**config.mk**
```make
export PLATFORM = sky130hd
export DESIGN_NAME = mult_booth
export DESIGN_NICKNAME = d
export VERILOG_FILES = /design/src/rtl/mult_booth.sv
export SDC_FILE = /design/constraint.sdc
export NUM_CORES = 1
export LEC_CHECK = 0
export ABC_AREA = 1
export CORE_AREA = 2 2 143 145
export CTS_BUF_LIST = sky130_fd_sc_hd__clkbuf_16
export DETAILED_ROUTE_END_ITERATION = 7
export DIE_AREA = 0 0 145 147
export HOLD_SLACK_MARGIN = 0.15
export PLACE_DENSITY = 0.85
export SYNTH_ARGS = -nofsm -noshare
export SYNTH_HDL_FRONTEND = slang
export SYNTH_SLANG_ARGS = --single-unit
```
**constraint.sdc**
```tcl
create_clock -name clk -period 2.9 [get_ports clk]
set_input_delay 0.58 -clock clk [delete_from_list [all_inputs] [get_ports clk]]
set_output_delay 0.58 -clock clk [all_outputs]
set_load 0.01 [all_outputs]
```
**src/rtl/mult_booth.sv**
```systemverilog
// Multicycle signed WIDTH x WIDTH radix-2 Booth multiplier; 2*WIDTH-bit product on HI/LO.
// Optional overflow flag port `ovf` is enabled by defining MULT_OVF_EN.
module mult_booth #(
    parameter int WIDTH = 32
) (
    input  logic             clk,
    input  logic             reset,
    input  logic             multControl,
    input  logic [WIDTH-1:0] aInput,
    input  logic [WIDTH-1:0] bInput,
    output logic [WIDTH-1:0] HI,
    output logic [WIDTH-1:0] LO,
    output logic             busy,
    output logic             done
`ifdef MULT_OVF_EN
    ,
    output logic             ovf
`endif
);
    localparam int CW = $clog2(WIDTH) + 1;
    localparam logic [0:0] ST_IDLE = 1'b0;
    localparam logic [0:0] ST_RUN  = 1'b1;

    logic [0:0]              state_q, state_d;
    logic signed [WIDTH:0]   a_q, a_d;
    logic [WIDTH-1:0]        q_q, q_d;
    logic                    q1_q, q1_d;
    logic signed [WIDTH-1:0] m_q, m_d;
    logic [CW-1:0]           cnt_q, cnt_d;
    logic [WIDTH-1:0]        hi_q, hi_d, lo_q, lo_d;
    logic                    busy_q, busy_d, done_q, done_d;
    logic signed [WIDTH:0]   m_ext, sum;
`ifdef MULT_OVF_EN
    logic                    ovf_q, ovf_d;
`endif

    always_comb begin
        // A is one bit wider than M so that subtracting M = most-negative value stays exact
        m_ext = {m_q[WIDTH-1], m_q};
        sum   = a_q;
        case ({q_q[0], q1_q})
            2'b01:   sum = a_q + m_ext;
            2'b10:   sum = a_q - m_ext;
            default: sum = a_q;
        endcase

        state_d = state_q;
        a_d     = a_q;
        q_d     = q_q;
        q1_d    = q1_q;
        m_d     = m_q;
        cnt_d   = cnt_q;
        hi_d    = hi_q;
        lo_d    = lo_q;
        busy_d  = busy_q;
        done_d  = 1'b0;
`ifdef MULT_OVF_EN
        ovf_d   = ovf_q;
`endif

        case (state_q)
            ST_IDLE: begin
                if (multControl) begin
                    m_d     = $signed(aInput);
                    q_d     = bInput;
                    a_d     = '0;
                    q1_d    = 1'b0;
                    cnt_d   = '0;
                    busy_d  = 1'b1;
                    state_d = ST_RUN;
                end
            end
            ST_RUN: begin
                if (!multControl) begin
                    state_d = ST_IDLE;
                    busy_d  = 1'b0;
                end else begin
                    a_d   = {sum[WIDTH], sum[WIDTH:1]};
                    q_d   = {sum[0], q_q[WIDTH-1:1]};
                    q1_d  = q_q[0];
                    cnt_d = cnt_q + CW'(1);
                    if (cnt_q == CW'(WIDTH - 1)) begin
                        hi_d    = a_d[WIDTH-1:0];
                        lo_d    = q_d;
                        done_d  = 1'b1;
                        busy_d  = 1'b0;
                        state_d = ST_IDLE;
`ifdef MULT_OVF_EN
                        ovf_d   = (a_d[WIDTH-1:0] != {WIDTH{q_d[WIDTH-1]}});
`endif
                    end
                end
            end
            default: begin
                state_d = ST_IDLE;
                busy_d  = 1'b0;
            end
        endcase
    end

    always_ff @(posedge clk) begin
        if (reset) begin
            state_q <= ST_IDLE;
            a_q     <= '0;
            q_q     <= '0;
            q1_q    <= 1'b0;
            m_q     <= '0;
            cnt_q   <= '0;
            hi_q    <= '0;
            lo_q    <= '0;
            busy_q  <= 1'b0;
            done_q  <= 1'b0;
`ifdef MULT_OVF_EN
            ovf_q   <= 1'b0;
`endif
        end else begin
            state_q <= state_d;
            a_q     <= a_d;
            q_q     <= q_d;
            q1_q    <= q1_d;
            m_q     <= m_d;
            cnt_q   <= cnt_d;
            hi_q    <= hi_d;
            lo_q    <= lo_d;
            busy_q  <= busy_d;
            done_q  <= done_d;
`ifdef MULT_OVF_EN
            ovf_q   <= ovf_d;
`endif
        end
    end

    assign HI   = hi_q;
    assign LO   = lo_q;
    assign busy = busy_q;
    assign done = done_q;
`ifdef MULT_OVF_EN
    assign ovf  = ovf_q;
`endif

endmodule

```
==> results of run 1 <==
[logic make-up after synthesis]
kind of cell,count (synthesis),share of synthesized area
and+or+nand+nor,666,0.291
AOI/OAI and AO/OA,282,0.175
buffers and inverters,261,0.105
DFF,170,0.351
adders and majority gates,36,0.0473
xor gates and xnor gates,34,0.0307
[layout make-up]
| type | instances | area (sq um) |
|---|---|---|
| clock buffer | 17 | 425 |
| clock inverter | 15 | 156 |
| fill | 1366 | 5670 |
| inverter | 197 | 748 |
| multi-input combinational | 1018 | 6570 |
| sequential | 170 | 3410 |
| tap | 270 | 338 |
| timing repair buffer | 281 | 2530 |
[Yosys cell counts, drive strengths merged, types with 2 or more instances]
cell type	number	area share
ha	35	0.045
o21ai	128	0.074
nor3b	2	0.0015
nor2	137	0.056
dfxtp	170	0.35
nand2	356	0.14
a21o	5	0.0039
o211ai	5	0.0039
o21bai	9	0.0070
xnor2	15	0.014
a31oi	2	0.0013
or2	20	0.013
nor4	5	0.0032
and2	3	0.0019
o21a	8	0.0062
a21oi	87	0.045
xor2	19	0.017
o22ai	3	0.0019
inv	195	0.076
clkinv	2	0.00078
o221ai	30	0.027
clkbuf	47	0.018
nand3b	2	0.0015
nand3	118	0.061
buf	17	0.0099
nand4	10	0.0065
nor3	12	0.0084
[path summary, 6_finish.rpt]
| path | start | to | depth (start not counted) |
|---|---|---|---|
| hold reg to reg | HI[19] | HI[19] | 2 |
| hold / removal | HI[19] | HI[19] | 2 |
| setup reg to reg | m_q[0] | HI[11] | 19 |
| setup / recovery | m_q[0] | HI[11] | 19 |
[state kept, by name, indices dropped and copies added, names as in the netlist]
name / count
HI: 32
LO: 32
a_q: 32
busy: 1
cnt_q: 6
done: 1
m_q: 32
q1_q: 1
q_q: 32
state_q: 1
[metal layers]
metal	global-route usage	routed length (um)	part of all wire
met5	0	14	0.00038
met4	0.121	2100	0.058
met3	0.0612	3310	0.091
met2	0.509	17400	0.48
met1	0.349	13600	0.37
[through the flow]
| stage | std cells | TNS (ns) |
|---|---|---|
| after global placement | 1917 | -7.45 |
| after CTS | 1957 | -8.14 |
| final | 1968 | -11.73 |
| after floorplan | 1449 | 0 |
| after global routing | 1968 | -22.07 |
| after detailed placement | 1917 | -10.07 |
[worst max-delay path, cell delays in order, from the launching register on]
cell and delay [ns]:
dfxtp_2 0.36, inv_4 0.05, buf_4 0.13, ha_4 0.17, nand2_4 0.08, nand2_1 0.10
buf_4 0.16, xnor2_1 0.16, inv_1 0.12, ha_4 0.31, nand2_1 0.09, nor2_1 0.14
nand3_1 0.13, nand2_2 0.14, a21oi_4 0.08, buf_4 0.14, or2_2 0.26, nand3_1 0.06
o21ai_0 0.17, o21ai_1 0.48
[timing repair]
action                                  CTS  global route
pin swaps                                48            79
buffers inserted                          8            11
gates cloned                              0             0
hold buffers                              0             0
resized for setup                       125           211
endpoints found under the setup margin   49            56
[power by group through the flow]
| stage | Combinational (W) | Sequential, W | Clock, W |
|---|---|---|---|
| 6_report | 0.00169 | 0.00245 | 0.00232 |
| 5_1_grt | 0.00179 | 0.00246 | 0.00242 |
| 4_1_cts | 0.00133 | 0.00244 | 0.00228 |
| 3_5_place_dp | 0.00121 | 0.00250 | 0 |
| 3_3_place_gp | 0.00118 | 0.00249 | 0 |
| 2_1_floorplan | 0.000675 | 0.00249 | 0 |
==> results.md, run 1 <==
* RSZ-0062 raised after global routing: yes
* Run status: finished, violations left
* Cts bufs inserted at 17
* Switching pwr at 0.00218 W
* Final worst path period need at 3.51 ns
* Yosys warns at 0
* Port bufs at between 100 and 150
* Worst Tran Pin Value at 0.721 ns
* Maximum clock path buffer count at 2
* Post-synth EDFFs at 0
* Main synth FF type: dfxtp_1
* Post-Syn Area at about 9700 sq um
* Clock power share at 0.358
* Setup crit start kind: register
* Final Cycle Share at 1.21
* Post-DR wirelength/cell at around 18 um
* Syn Nets at roughly 1.6k
* Max_slew headroom at 0.519
* Setup WS pre-CTS at -0.386 ns
* Share of cells above drive strength 1 at 0.274
* Fmax at 0.285 GHz
* Initial antenna violation count at 1
* Yosys cell types at 46
* Global-route wire length before repair at between 50000 and 60000 um
* Internal at approximately 0.0043 W
* Type of the worst setup path: reg2reg
* Post-layout util at 0.714
* Commonest non-fill, non-tap cell in the layout: nand2_1
* Crit path max fanout at 4
* Sequential area share after synthesis at 0.351
* Gate power share at 0.262
* Hold Crit Class: reg2reg
* R2R setup slack at -0.61 ns
* Detailed-route via count at about 11k
* Switching share of power at 0.337
* Antenna Cells at 0
* Post-route ant nets at 0
* Iter 0 DRT Violations at between 1k and 1.5k
* Worst-Skew Late Latency at between 0.4 and 0.5 ns
* Synth Register Bits at 170
* Mean Syn Cell Area at around 6.7 sq um
* Placed Area at roughly 12000 sq um
* GPL Wtd Cong at a little over 1
* Worst path required time at approximately 3.2 ns
* Max IR drop VDD at between 0.4 and 0.5 mV
* Die width at between 100 and 150 um
* Io pins at roughly 130
* Total power at ~0.0065 W
* # setup viols final at 46
* Max-slew violation count at 0
* Area of the core at 19800 sq um
* Asr flop ratio synth at 0
* CTS tree: yes
* Fin. Hold Viols at 0
* Die Ht at between 100 and 150 um
* Clock transition at path regs at ~0.080 ns
* # H-tree levels at 4
* CTS Sinks at between 150 and 200
* Drt first pass iters at 8
* Initial Util at 0.488
* Final HPWL DP at between 20000 and 25000 um
* Clock Tree Root: clkbuf_16
* Sequential Power Share at 0.379
* Vias in the first global route at 10.3k
* Failing checks: negative setup slack
* Via/cell ratio at about 5.7
* DRC at 0
* DRT Wirelength at approximately 36000 um
* WP data arrival at between 3 and 4 ns
* CP Capture Type: register
* Congestion Overflow GR at 0
* Design area at about 14000 sq um
* Post-Syn Instances at about 1.4k
* Final nets at roughly 1.8k
* Setup WS post-layout at -0.608 ns
* Clock Skews at 0.0335 ns
* Row cnt at 52
* GR Util All Layers at 0.291
* Most frequent cells in the layout: nand2_1, inv_1, dfxtp_1
* MaxCap Viol Count at 0
* Leak at between 6 and 7 nW
* P&R area growth vs syn at 46.4%
* Pin count of the biggest net entering global routing at around 110
* PD cells at ~460 nW/um^2
* Worst hold margin at 0.470 ns
* Die area at roughly 21000 sq um
No activity file was read; power rests on OpenSTA's default activity.
==> inputs of run 2 (changes only) <==
--- a/config.mk
+++ b/config.mk
@@ -6,10 +6,10 @@
 export NUM_CORES = 1
 export LEC_CHECK = 0
 export ABC_AREA = 1
-export CORE_AREA = 2 2 143 145
+export CORE_AREA = 10 10 125 184
 export CTS_BUF_LIST = sky130_fd_sc_hd__clkbuf_16
 export DETAILED_ROUTE_END_ITERATION = 7
-export DIE_AREA = 0 0 145 147
+export DIE_AREA = 0 0 135 194
 export HOLD_SLACK_MARGIN = 0.15
 export PLACE_DENSITY = 0.85
 export SYNTH_ARGS = -nofsm -noshare
==> results.md, run 2 (synthesis gave the netlist of run 1 again) <==
* Drt first pass iters at 6
* CTS Sinks at 170
* Io pins at ~130
* Max_slew headroom at 0.273
* Clock Skews at 0.0168 ns
* Antenna Cells at 0
* Setup WS post-layout at -0.437 ns
* Setup crit start kind: register
* Port bufs at 132
* GPL Wtd Cong at approximately 1
* Fmax at between 0.2 and 0.3 GHz
* Maximum clock path buffer count at 2
* WHS Endpoint: busy
* Run status: finished, violations left
* Worst hold margin at around 0.46 ns
* Row cnt at 63
* TNS Setup at -15.47 ns
* Hold Crit Class: reg2reg
* Die width at 135 um
* Congestion Overflow GR at 0
* Min-delay src: busy
* CTS tree: yes
* Most frequent cells in the layout: nand2_1, inv_1, dfxtp_1
* Max IR drop VDD at 0.480 mV
* Final HPWL DP at about 23000 um
* CP Capture Type: register
* Initial Util at 0.493
* Initial antenna violation count at 0
* Die area at 26200 sq um
* RSZ-0062 raised after global routing: yes
* Area of the core at around 20000 sq um
* Die Ht at just under 200 um
* Final Cycle Share at 1.15
* Post-DR wirelength/cell at ~19 um
* GR Util All Layers at 0.242
* # H-tree levels at 4
* Worst-case reg-to-reg path depth at 21
* Worst Tran Pin Value at ~1.1 ns
* Via/cell ratio at between 5 and 6
* Critical R2R Capture: a_q[9]
* Worst path required time at ~3.3 ns
* Worst-Skew Late Latency at 0.45 ns
* # setup viols final at 54
* Pin count of the biggest net entering global routing at between 60 and 70
* Cts bufs inserted at 17
* Commonest non-fill, non-tap cell in the layout: nand2_1
* R2R setup slack at -0.44 ns
* Final nets at approximately 1.8k
* Type of the worst setup path: reg2reg
* FF-to-FF Start: m_q[1]
* Clock Tree Root: clkbuf_16
* Final worst path period need at ~3.3 ns
* Global-route wire length before repair at about 52000 um
* Iter 0 DRT Violations at 1002
* PD cells at 459 nW/um^2
* Clock transition at path regs at 0.07 ns
* Detailed-route via count at 11.2k
* Vias in the first global route at around 11k
* Max-slew violation count at 0
* Share of cells above drive strength 1 at 0.287
* Fin. Hold Viols at 0
* DRC at 0
* MaxCap Viol Count at 0
* Crit path max fanout at 4
* WP data arrival at approximately 3.7 ns
* Failing checks: negative setup slack
* Leak at around 6.4 nW
* Hold Buf Count CTS at 0
* P&R area growth vs syn at 48.7%
* Post-route ant nets at 0
* Worst Hold Depth at 2
* DRT Wirelength at roughly 37000 um
## run 2: cell types whose count changed in the layout (fill, tap and decap cells not counted), moves of 6 or more
cell,before,now
buf_4,134,159
inv_1,180,174
inv_2,11,20
nor2_2,24,17
o21ai_1,17,10
o21ai_2,29,36
## run 2: final cells by class
type | instances | area (sq um)
Sequential cell | 170 | 3410
Timing Repair Buffer | 309 | 2760
Clock buffer | 17 | 425
Fill cell | 1348 | 5230
Multi-Input combinational cell | 1018 | 6560
Inverter | 197 | 746
Clock inverter | 15 | 174
Tap cell | 260 | 325
## run 2: critical path: stages (launching register included)
cell and delay [ns]:
dfxtp_2 0.34, inv_4 0.08, buf_6 0.10, ha_4 0.15, nand2_4 0.08, nor2_4 0.20, buf_6 0.15, nor2_2 0.05
xnor2_2 0.37, ha_4 0.25, nand2_1 0.10, buf_4 0.14, nor2_1 0.14, buf_4 0.14, nand2_1 0.06, nand2_2 0.11
nor2_1 0.07, o21ai_0 0.25, o21ai_0 0.22, inv_1 0.10, nand2_1 0.06, a21oi_1 0.12
## run 2: what timing repair did
| item | 4_1_cts | 5_1_grt |
|---|---|---|
| endpoints found under the setup margin | 50 | 58 |
| resized for setup | 151 | 194 |
| buffers inserted | 21 | 23 |
| endpoints found under the hold margin | 0 | 0 |
| pin swaps | 62 | 56 |
## run 2: power breakdown
part	internal (W)	total, W	switching (W)	leakage [nW]
logic	0.000787	0.00177	0.000986	4.67
registers	0.00240	0.00245	0.0000465	1.38
clock network	0.00136	0.00238	0.00103	0.300
total	0.00455	0.00661	0.00206	6.36
## run 2: per-stage QoR
stage	setup WS [ns]	instances	area [sq um]	utilization	power [W]
finish	-0.437	1986	14400	0.734	0.00661
floorplan	0.0388	1449	9690	-	0.00317
global placement	-0.566	1913	12100	0.618	0.00368
global route	-0.629	1986	14400	0.734	0.00682
detailed placement	-0.616	1913	12100	0.618	0.00370
CTS	-0.382	1966	13400	0.685	0.00622
## run 2: layer usage
| metal | global-route usage | routed length (um) | vias to the layer above |
|---|---|---|---|
| met1 | 0.249 | 12900 | 5209 |
| met5 | 0 | 0 | - |
| met4 | 0.126 | 2420 | 0 |
| met3 | 0.0584 | 2820 | 200 |
| li1 | - | - | 5227 |
| met2 | 0.438 | 18600 | 597 |
## run 2: worst max path at each step
stage	start	endpoint	cells after the start
floorplan	m_q[0]	HI[26]	22
global placement	m_q[1]	HI[25]	22
detailed placement	m_q[1]	HI[25]	22
CTS	m_q[1]	HI[26]	22
global route	m_q[0]	HI[31]	25
finish	m_q[1]	a_q[9]	21
